**config.mk**
```make
export PLATFORM = sky130hd
export DESIGN_NAME = line_burst_adaptor_flat
export DESIGN_NICKNAME = d
export VERILOG_FILES = /design/src/rtl/line_burst_adaptor_pkg.sv /design/src/rtl/line_burst_adaptor_if.sv /design/src/rtl/line_burst_adaptor.sv /design/src/flat_wrapper.sv
export SDC_FILE = /design/constraint.sdc
export NUM_CORES = 1
export LEC_CHECK = 0
export BUFFER_PORTS_ARGS = -buffer_cell sky130_fd_sc_hd__buf_2
export CORE_AREA = 2 2 275 277
export DETAILED_ROUTE_END_ITERATION = 6
export DIE_AREA = 0 0 277 279
export HOLD_SLACK_MARGIN = 0.05
export PLACE_DENSITY = 0.57
export SLEW_MARGIN = 10
export SYNTH_ARGS = -nofsm -noshare
export SYNTH_HDL_FRONTEND = slang
export SYNTH_SLANG_ARGS = --single-unit
```
**constraint.sdc**
```tcl
create_clock -name clk -period 3.39 [get_ports clk]
set_input_delay 0.339 -clock clk [delete_from_list [all_inputs] [get_ports clk]]
set_output_delay 0.339 -clock clk [all_outputs]
set_load 0.05 [all_outputs]
```
**src/rtl/line_burst_adaptor_pkg.sv**
```systemverilog
// Shared constants and state type for the line/burst adaptor.
//   LINE_W  : cache line width in bits
//   BURST_W : memory beat width in bits
//   BEATS   : beats per line (power of two, >= 2)
//   ADDR_W  : address width
//   OFFSET  : byte-offset bits inside one line
//   CNT_W   : beat counter width
package line_burst_adaptor_pkg;
  localparam int LINE_W  = 256;
  localparam int BURST_W = 64;
  localparam int BEATS   = LINE_W / BURST_W;
  localparam int ADDR_W  = 32;
  localparam int OFFSET  = $clog2(LINE_W / 8);
  localparam int CNT_W   = $clog2(BEATS);

  typedef enum logic [1:0] {
    IDLE  = 2'd0,
    READ  = 2'd1,
    WRITE = 2'd2,
    DONE  = 2'd3
  } line_burst_state_t;
endpackage

```
**src/rtl/line_burst_adaptor_if.sv**
```systemverilog
// Bundles the cache-side (line-wide) and memory-side (beat-wide) signals.
//   slave  : adaptor view (requests and read beats in; line, status, write beats out)
//   master : cache/memory environment view (mirror of slave)
interface line_burst_adaptor_if;
  import line_burst_adaptor_pkg::*;

  logic [ADDR_W-1:0]  address_i;
  logic               read_i;
  logic               write_i;
  logic [LINE_W-1:0]  line_i;
  logic [LINE_W-1:0]  line_o;
  logic               resp_o;
  logic [ADDR_W-1:0]  address_o;
  logic               read_o;
  logic               write_o;
  logic [BURST_W-1:0] burst_i;
  logic [BURST_W-1:0] burst_o;
  logic               resp_i;

  modport slave (
    input  address_i, read_i, write_i, line_i, burst_i, resp_i,
    output line_o, resp_o, address_o, read_o, write_o, burst_o
  );

  modport master (
    output address_i, read_i, write_i, line_i, burst_i, resp_i,
    input  line_o, resp_o, address_o, read_o, write_o, burst_o
  );
endinterface

```
**src/rtl/line_burst_adaptor.sv**
```systemverilog
// Moves whole cache lines over a narrower burst bus: a read assembles BEATS
// incoming beats into line_o, a write splits the latched line into beats.
// Ports:
//   clk : rising-edge clock
//   rst : synchronous active-low reset
//   bus : line_burst_adaptor_if.slave (cache request/line and memory beat signals)
//
// state | meaning
// IDLE  | waiting for read_i/write_i; latches address and line on exit
// READ  | read_o high, each resp_i stores one beat into line_o
// WRITE | write_o high, burst_o shows current beat, resp_i advances
// DONE  | one-cycle resp_o pulse, then back to IDLE
module line_burst_adaptor
  import line_burst_adaptor_pkg::*;
(
  input  logic               clk,
  input  logic               rst,
  line_burst_adaptor_if.slave bus
);

  line_burst_state_t state_q, state_d;
  logic [CNT_W-1:0]  cnt_q, cnt_d;
  logic [ADDR_W-1:0] addr_q, addr_d;
  logic [LINE_W-1:0] wline_q, wline_d;
  logic [LINE_W-1:0] rline_q, rline_d;

  // Byte-offset bits are deliberately dropped from the memory address.
  logic unused_offset;
  assign unused_offset = ^bus.address_i[OFFSET-1:0];

  logic last_beat;
  assign last_beat = (cnt_q == CNT_W'(BEATS - 1));

  always_ff @(posedge clk) begin
    if (!rst) begin
      state_q <= IDLE;
      cnt_q   <= '0;
      addr_q  <= '0;
      wline_q <= '0;
      rline_q <= '0;
    end else begin
      state_q <= state_d;
      cnt_q   <= cnt_d;
      addr_q  <= addr_d;
      wline_q <= wline_d;
      rline_q <= rline_d;
    end
  end

  always_comb begin
    state_d = state_q;
    cnt_d   = cnt_q;
    addr_d  = addr_q;
    wline_d = wline_q;
    rline_d = rline_q;
    case (state_q)
      IDLE: begin
        if (bus.write_i || bus.read_i) begin
          state_d = bus.write_i ? WRITE : READ;
          addr_d  = {bus.address_i[ADDR_W-1:OFFSET], {OFFSET{1'b0}}};
          wline_d = bus.line_i;
          cnt_d   = '0;
        end
      end
      READ: begin
        if (bus.resp_i) begin
          rline_d[int'(cnt_q)*BURST_W +: BURST_W] = bus.burst_i;
          cnt_d = cnt_q + CNT_W'(1);
          if (last_beat) state_d = DONE;
        end
      end
      WRITE: begin
        if (bus.resp_i) begin
          cnt_d = cnt_q + CNT_W'(1);
          if (last_beat) state_d = DONE;
        end
      end
      DONE: state_d = IDLE;
      default: state_d = IDLE;
    endcase
  end

  // Outputs decode from registered state only, so resp_i never reaches them
  // combinationally. burst_o only moves when cnt advances on an accepted beat.
  assign bus.read_o    = (state_q == READ);
  assign bus.write_o   = (state_q == WRITE);
  assign bus.resp_o    = (state_q == DONE);
  assign bus.address_o = addr_q;
  assign bus.line_o    = rline_q;
  assign bus.burst_o   = wline_q[int'(cnt_q)*BURST_W +: BURST_W];

endmodule

```
**src/flat_wrapper.sv**
```systemverilog
// flat-port wrapper written by rule: the top's interface ports become plain ports
module line_burst_adaptor_flat import line_burst_adaptor_pkg::*;
  (clk, rst, bus_address_i, bus_read_i, bus_write_i, bus_line_i, bus_burst_i, bus_resp_i, bus_line_o, bus_resp_o, bus_address_o, bus_read_o, bus_write_o, bus_burst_o);
  line_burst_adaptor_if bus_i ();
  input  logic clk;
  input  logic rst;
  input wire logic [$bits(bus_i.address_i)-1:0] bus_address_i;
  input wire logic [$bits(bus_i.read_i)-1:0] bus_read_i;
  input wire logic [$bits(bus_i.write_i)-1:0] bus_write_i;
  input wire logic [$bits(bus_i.line_i)-1:0] bus_line_i;
  input wire logic [$bits(bus_i.burst_i)-1:0] bus_burst_i;
  input wire logic [$bits(bus_i.resp_i)-1:0] bus_resp_i;
  output wire logic [$bits(bus_i.line_o)-1:0] bus_line_o;
  output wire logic [$bits(bus_i.resp_o)-1:0] bus_resp_o;
  output wire logic [$bits(bus_i.address_o)-1:0] bus_address_o;
  output wire logic [$bits(bus_i.read_o)-1:0] bus_read_o;
  output wire logic [$bits(bus_i.write_o)-1:0] bus_write_o;
  output wire logic [$bits(bus_i.burst_o)-1:0] bus_burst_o;
  assign bus_i.address_i = bus_address_i;
  assign bus_i.read_i = bus_read_i;
  assign bus_i.write_i = bus_write_i;
  assign bus_i.line_i = bus_line_i;
  assign bus_i.burst_i = bus_burst_i;
  assign bus_i.resp_i = bus_resp_i;
  assign bus_line_o = bus_i.line_o;
  assign bus_resp_o = bus_i.resp_o;
  assign bus_address_o = bus_i.address_o;
  assign bus_read_o = bus_i.read_o;
  assign bus_write_o = bus_i.write_o;
  assign bus_burst_o = bus_i.burst_o;
  line_burst_adaptor u_core (.clk(clk), .rst(rst), .bus(bus_i));
endmodule
```
==> impl_metrics.py, run 1 <==
metrics = {
    "status": {
        "status": "finished, violations left",
        "violations": "design-rule violations",
    },
    "sta": {
        "post-route-period-util": 0.8387,
        "fin_crit_ns": 2.843,
        "skew_ns": 0.02018,
        "clock.fmax_ghz": 0.3517,
        "hold_viol": 0,
        "worstMarginPinSlew_ns": 1.036,
        "rsz0062_at_grt": "no",
        "tns_ns": 0,
        "slew_viol_final": 0,
        "slew_headroom": 0.3095,
        "setup_viol": 0,
    },
    "synthesis": {
        "synthCells": 2078,
        "synth_seq_area_share": 0.5488,
        "avgSynthCellArea_sq_um": 9.533,
        "ys_types": 39,
        "syn_area_sq_um": 19810,
        "ys_seq_elements": 543,
        "synth_warnings": 0,
    },
    "placed_design": {
        "gp_routability_congestion": 0.7804,
        "dp_hpwl_um": 47030,
        "place_inst": 3598,
        "io_buffers": 701,
    },
    "finish": {
        "syn_to_final_growth_pct": 49.80,
        "drive_above_1_share": 0.3145,
        "filler_cell_count": 7311,
        "num-nets-final": 3398,
        "final_cells": 4050,
    },
    "power": {
        "swShare": 0.3592,
        "seq_power_share": 0.361,
        "powerDensity_nw_per_um2": 712.8,
        "clockPowerShare": 0.326,
        "p_leak_nw": 13.32,
        "ir_worst_vdd_mv": 0.4698,
        "p_int_mw": 13.55,
        "p_switching_mw": 7.598,
        "combPwrFrac": 0.313,
    },
    "cts": {
        "cts.repair.resized": 0,
        "clock_latency_ns": 0.61,
        "path_clk_slew_ns": 0.06,
        "cts_sinks": 543,
        "root_buffer": "clkbuf_16",
        "cts_tree": "done",
        "cts_buffers": 58,
        "clockBufferDepth": 3,
        "cts_max_level": 2,
    },
    "floorplanning": {
        "die_w_um": 277,
        "dieArea_sq_um": 77280,
        "core_sq_um": 74070,
        "fp.dieH_um": 279,
        "rows": 100,
        "ios": 712,
        "start_util": 0.2674,
    },
    "hold_path": {
        "min-delay-start": "bus_burst_i[44]",
        "min_to": "u_core.bus.line_o[172]$_SDFFE_PN0P_",
        "holdCritPathClass": "in -> reg",
        "worstHoldPathCells": 3,
    },
    "setup_path": {
        "r2r.worst_path.cells": 6,
        "path_cells": "buf_12 > mux4_2 > buf_2",
        "startpoint_type": "flop",
        "cp_top_family": "multiplexers",
        "critPathKind": "reg -> out",
        "max_stage_delay_ns": 0.64,
        "end_kind": "output port",
        "worst-path-max-fanout": 47,
        "rr_startpoint": "u_core.cnt_q[0]$_SDFFE_PN0P_",
        "reg2reg_to": "u_core.bus.line_o[245]$_SDFFE_PN0P_",
        "cpMaxStageDelayCell": "mux4_2",
        "critPathArrivalTime_ns": 2.50,
        "required_ns": 3.05,
        "ff2ff_setup_slack_ns": 0.80,
        "crit_buf_inv": 2,
    },
    "global_route": {
        "grt_first_pass_wirelength_um": 108200,
        "grt_remaining_overflow": 0,
        "grt_pass1_vias": 18840,
        "grt_max_degree": 198,
        "antenna_found_initial": 7,
        "grt_use_total": 0.1749,
    },
    "route": {
        "num_vias": 19010,
        "vias_per_cell": 4.694,
        "drt_iter0_markers": 1012,
        "wire_per_inst_um": 17.64,
        "first_pass_iters": 7,
        "wirelength_um": 71440,
        "drc_errors": 3,
        "ant_nets": 0,
    },
    "flow_run": {
        "drv_cap": 0,
    },
}
[power by group through the flow]
stage | Sequential (mW) | Clock [mW] | Combinational, mW
2_1_floorplan | 8.06 | 0 | 4.18
3_3_place_gp | 7.74 | 0 | 6.32
3_5_place_dp | 7.76 | 0 | 6.34
4_1_cts | 7.63 | 7.06 | 6.68
5_1_grt | 7.72 | 7.30 | 7.19
6_report | 7.64 | 6.89 | 6.63
[placed cells by master (no fill, tap or decap), types with 2 or more instances in the layout]
cell type and instances:
inv_6 3, o21ai_0 3, a22o_1 126, dfxtp_4 2, o2bb2ai_1 2, clkbuf_16 59
bufinv_16 9, mux4_2 64, buf_2 700, inv_8 2, ha_1 10, buf_12 10
a32o_1 4, nand3_1 2, nand4b_1 2, diode_2 3, clkbuf_1 9, dlygate4sd3_1 342
a32o_2 60, clkbuf_8 16, a31oi_4 2, inv_1 5, o22ai_1 64, dfxtp_1 541
nor2_1 3, a21oi_1 283, clkinv_2 9, conb_1 5, nand2_1 698, mux2i_1 2
nor3_2 2, buf_4 22
[worst min-delay path: stages]
cell and delay [ns]:
buf_2 0.15, nand2_1 0.07, o22ai_1 0.06
[through the flow]
stage	util	setup slack, ns	hold WS [ns]	total power, mW	area, sq um
2_1_floorplan	-	0.9000	0.4331	12.24	19820
6_report	0.4006	0.5467	0.07989	21.15	29670
3_3_place_gp	0.3261	0.8555	0.4391	14.05	24150
5_1_grt	0.4006	0.4052	0.05110	22.21	29670
3_5_place_dp	0.3261	0.8297	0.4431	14.10	24150
4_1_cts	0.4005	0.4426	0.05202	21.37	29670
[layout make-up]
| type | count | area, sq um | area share |
|---|---|---|---|
| Clock buffer | 84 | 1730 | 0.05831 |
| Tap cell | 969 | 1212 | 0.04086 |
| Multi-Input combinational cell | 1347 | 8153 | 0.2747 |
| Clock inverter | 23 | 360.3 | 0.01214 |
| Inverter | 6 | 30.03 | 0.001012 |
| Antenna cell | 3 | 7.507 | 0.0002530 |
| Sequential cell | 543 | 10880 | 0.3666 |
| Timing Repair Buffer | 1075 | 7303 | 0.2461 |
[synth_stat cells (all sizes together)]
| master | n | share of area |
|---|---|---|
| nand2 | 698 | 0.13 |
| dfxtp | 543 | 0.55 |
| a21oi | 283 | 0.072 |
| a22o | 126 | 0.056 |
| clkbuf | 125 | 0.024 |
| a32o | 64 | 0.036 |
| mux4 | 64 | 0.073 |
| o22ai | 64 | 0.020 |
| buf | 61 | 0.018 |
| ha | 10 | 0.0063 |
| inv | 6 | 0.0011 |
| o21ai | 4 | 0.0010 |
| nand3 | 3 | 0.0010 |
| nor2 | 3 | 0.00057 |
| nor3 | 3 | 0.00076 |
| a31oi | 2 | 0.0013 |
| mux2i | 2 | 0.0010 |
| nand4 | 2 | 0.00095 |
| nand4b | 2 | 0.00088 |
| o2bb2ai | 2 | 0.00088 |
| a21boi | 1 | 0.00038 |
| and3 | 1 | 0.00032 |
| conb | 1 | 0.00019 |
| nand3b | 1 | 0.00038 |
| nor2b | 1 | 0.00032 |
| nor3b | 1 | 0.00038 |
| nor4 | 1 | 0.0011 |
| o211ai | 1 | 0.00038 |
| o21a | 1 | 0.00038 |
| o311a | 1 | 0.00051 |
| o41ai | 1 | 0.00044 |
[cells by family after synthesis]
family                   Yosys count  synth area share
AND/OR/NAND/NOR                  716            0.1389
AO/OA/AOI/OAI                    550            0.1888
flip-flops                       543            0.5488
buffers and inverters            192           0.04327
multiplexers                      66           0.07377
adder cells (fa/ha/maj)           10          0.006316
other                              1         0.0001893
[registers in the layout, indices dropped and copies added (netlist names)]
register,count
u_core.bus.address_o,27
u_core.bus.line_o,256
u_core.cnt_q,2
u_core.state_q,2
u_core.wline_q,256
[routing by layer]
| metal | wire length (um) | global-route usage | up-vias |
|---|---|---|---|
| li1 | - | - | 9163 |
| met1 | 28990 | 0.2046 | 8993 |
| met2 | 35240 | 0.3083 | 694 |
| met3 | 4589 | 0.04226 | 152 |
| met4 | 2557 | 0.06773 | 10 |
| met5 | 60 | 0 | - |
[how the worst max path moves through the flow]
stage | cells past startpoint | from | to
after floorplan | 9 | u_core.cnt_q[1]$_SDFFE_PN0P_ | u_core.bus.line_o[192]$_SDFFE_PN0P_
after global placement | 6 | u_core.cnt_q[0]$_SDFFE_PN0P_ | u_core.bus.line_o[247]$_SDFFE_PN0P_
after detailed placement | 6 | u_core.cnt_q[0]$_SDFFE_PN0P_ | u_core.bus.line_o[244]$_SDFFE_PN0P_
after CTS | 3 | u_core.cnt_q[0]$_SDFFE_PN0P_ | bus_burst_o[39]
after global routing | 3 | u_core.cnt_q[0]$_SDFFE_PN0P_ | bus_burst_o[39]
final | 3 | u_core.cnt_q[0]$_SDFFE_PN0P_ | bus_burst_o[6]
[what timing repair did]
| item | CTS | global route |
|---|---|---|
| hold endpoints to repair | 517 | 0 |
| hold buffers | 342 | 0 |
| buffers inserted | 0 | 0 |
No activity file was read; power rests on OpenSTA's default activity.
==> inputs of run 2 (changes only) <==
==> constraint.sdc (replaced) <==
create_clock -name clk -period 2.9 [get_ports clk]
set_input_delay 0.29 -clock clk [delete_from_list [all_inputs] [get_ports clk]]
set_output_delay 0.29 -clock clk [all_outputs]
set_load 0.05 [all_outputs]
==> run 2 against run 1 <==
Effect of this change:
- the run now ends clean
- register-to-register slack worse by 0.26 ns
- die area did not move
- final area grew 0.18%
- largest cell class unchanged
==> impl_metrics.py, run 2 (synthesis results as in run 1) <==
metrics = {
    "setup_path": {
        "worst-path-max-fanout": 45,
        "crit_buf_inv": 2,
        "reg2reg_to": "u_core.bus.line_o[243]$_SDFFE_PN0P_",
        "startpoint_type": "flop",
        "ff2ff_setup_slack_ns": 0.54,
        "cpMaxStageDelayCell": "mux4_2",
        "required_ns": 2.61,
        "cp_top_family": "multiplexers",
        "critPathArrivalTime_ns": 2.48,
        "critPathKind": "reg -> out",
        "max_stage_delay_ns": 0.64,
        "path_cells": "buf_12 > mux4_2 > buf_2",
        "rr_startpoint": "u_core.cnt_q[0]$_SDFFE_PN0P_",
        "end_kind": "output port",
        "path_depth": 3,
        "r2r.worst_path.cells": 6,
    },
    "route": {
        "num_vias": 19120,
        "drc_errors": 0,
        "ant_nets": 0,
        "first_pass_iters": 5,
        "wire_per_inst_um": 17.77,
        "drt_iter0_markers": 1071,
        "vias_per_cell": 4.701,
        "wirelength_um": 72260,
    },
    "floorplanning": {
        "ios": 712,
        "die_w_um": 277,
        "start_util": 0.2674,
        "core_sq_um": 74070,
        "rows": 100,
        "dieArea_sq_um": 77280,
        "fp.dieH_um": 279,
    },
    "placed_design": {
        "dp_hpwl_um": 47600,
        "post-place-ws_ns": 0.5247,
        "gp_routability_congestion": 0.7959,
        "io_buffers": 701,
    },
    "finish": {
        "final_common_cell": "buf_2",
        "drive_above_1_share": 0.3147,
        "syn_to_final_growth_pct": 50.08,
        "filler_cell_count": 7267,
        "final_cell_mix": "700 x buf_2, 698 x nand2_1, 541 x dfxtp_1",
        "num-nets-final": 3417,
    },
    "sta": {
        "clock.fmax_ghz": 0.3616,
        "slew_headroom": 0.4424,
        "worstMarginPinSlew_ns": 0.8365,
        "post-route-period-util": 0.9536,
        "hold_viol": 0,
        "rsz0062_at_grt": "no",
        "fin_crit_ns": 2.765,
        "setup_viol": 0,
        "tns_ns": 0,
        "slew_viol_final": 0,
        "setup_slack_ns": 0.1346,
        "skew_ns": 0.01373,
    },
    "flow_run": {
        "drv_cap": 0,
    },
    "global_route": {
        "grt_pass1_vias": 19090,
        "antenna_found_initial": 8,
        "grt_first_pass_wirelength_um": 109700,
        "grt_remaining_overflow": 0,
        "grt_use_total": 0.1771,
        "grt_max_degree": 142,
    },
    "cts": {
        "cts_tree": "done",
        "clockBufferDepth": 3,
        "root_buffer": "clkbuf_16",
        "cts_buffers": 60,
        "cts.repair.resized": 0,
        "clock_latency_ns": 0.60,
        "path_clk_slew_ns": 0.06,
        "cts_max_level": 2,
        "cts_sinks": 543,
    },
    "hold_path": {
        "holdCritPathClass": "in -> reg",
        "worstHoldPathCells": 3,
        "min-delay-start": "rst",
        "min_to": "u_core.cnt_q[0]$_SDFFE_PN0P_",
    },
    "status": {
        "status": "completed",
    },
    "power": {
        "ir_worst_vdd_mv": 0.5492,
        "p_leak_nw": 13.35,
        "powerDensity_nw_per_um2": 817.9,
    },
}
[run 2: changes by cell type in the layout (fill, tap and decap cells not counted), moves of 3 or more]
cell	change
clkinv_2	+3
dlygate4sd3_1	+6
bufinv_16	-7
clkbuf_8	-4
buf_12	+7
clkbuf_1	+5
clkinv_4	+3
buf_4	+4
[run 2: stage by stage]
stage	instances	instance area (sq um)	total power [mW]	utilization	hold slack (ns)
floorplan	2082	19820	14.31	-	0.4157
global placement	3609	24320	16.58	0.3284	0.4386
detailed placement	3609	24320	16.65	0.3284	0.4434
CTS	4063	29710	24.55	0.4011	0.05009
global route	4066	29730	25.54	0.4013	0.1371
finish	4067	29730	24.31	0.4014	0.1498
[run 2: worst max path at each step]
stage                                            start  slack, ns                             endpoint
after floorplan           u_core.cnt_q[1]$_SDFFE_PN0P_       0.41  u_core.bus.line_o[192]$_SDFFE_PN0P_
after global placement    u_core.cnt_q[0]$_SDFFE_PN0P_       0.55  u_core.bus.line_o[247]$_SDFFE_PN0P_
after detailed placement  u_core.cnt_q[0]$_SDFFE_PN0P_       0.52  u_core.bus.line_o[238]$_SDFFE_PN0P_
after CTS                 u_core.cnt_q[0]$_SDFFE_PN0P_       0.07                       bus_burst_o[6]
after global routing      u_core.cnt_q[0]$_SDFFE_PN0P_       0.01                      bus_burst_o[39]
final                     u_core.cnt_q[0]$_SDFFE_PN0P_       0.13                      bus_burst_o[39]
[run 2: metal layers]
metal | up-vias | routed length [um] | GRT usage
met4 | 10 | 3630 | 0.09044
met3 | 219 | 4848 | 0.04460
met2 | 747 | 34430 | 0.3025
met5 | - | 70 | 0
li1 | 9185 | - | -
met1 | 8957 | 29280 | 0.2057
[run 2: cell type report]
| cell class | instances | area [sq um] | share of cell area |
|---|---|---|---|
| Antenna cell | 3 | 7.507 | 0.0002525 |
| Sequential cell | 543 | 10880 | 0.3659 |
| Multi-Input combinational cell | 1347 | 8153 | 0.2742 |
| Clock inverter | 20 | 170.2 | 0.005724 |
| Timing Repair Buffer | 1092 | 7533 | 0.2534 |
| Clock buffer | 87 | 1744 | 0.05867 |
| Inverter | 6 | 30.03 | 0.001010 |
| Tap cell | 969 | 1212 | 0.04078 |
[run 2: worst reg2reg max path, delay by kind of cell, from the launching register on]
family,cells,cell delay [ns]
DFF,1,0.52
AOI/OAI and AO/OA,1,0.25
and+or+nand+nor,2,0.60
adders and majority gates,1,0.46
buffers and inverters,2,0.48
[run 2: repair_timing]
action	4_1_cts	5_1_grt
endpoints found under the hold margin	531	1
buffers inserted	0	0
hold buffers	347	1
[run 2: where the power goes]
group	total, mW	internal, mW	switching [mW]	leakage, nW
Combinational	7.96	2.65	5.30	7.97
Clock	7.44	4.32	3.12	0.947
Sequential	8.91	8.40	0.512	4.43
Total	24.3	15.4	8.94	13.3
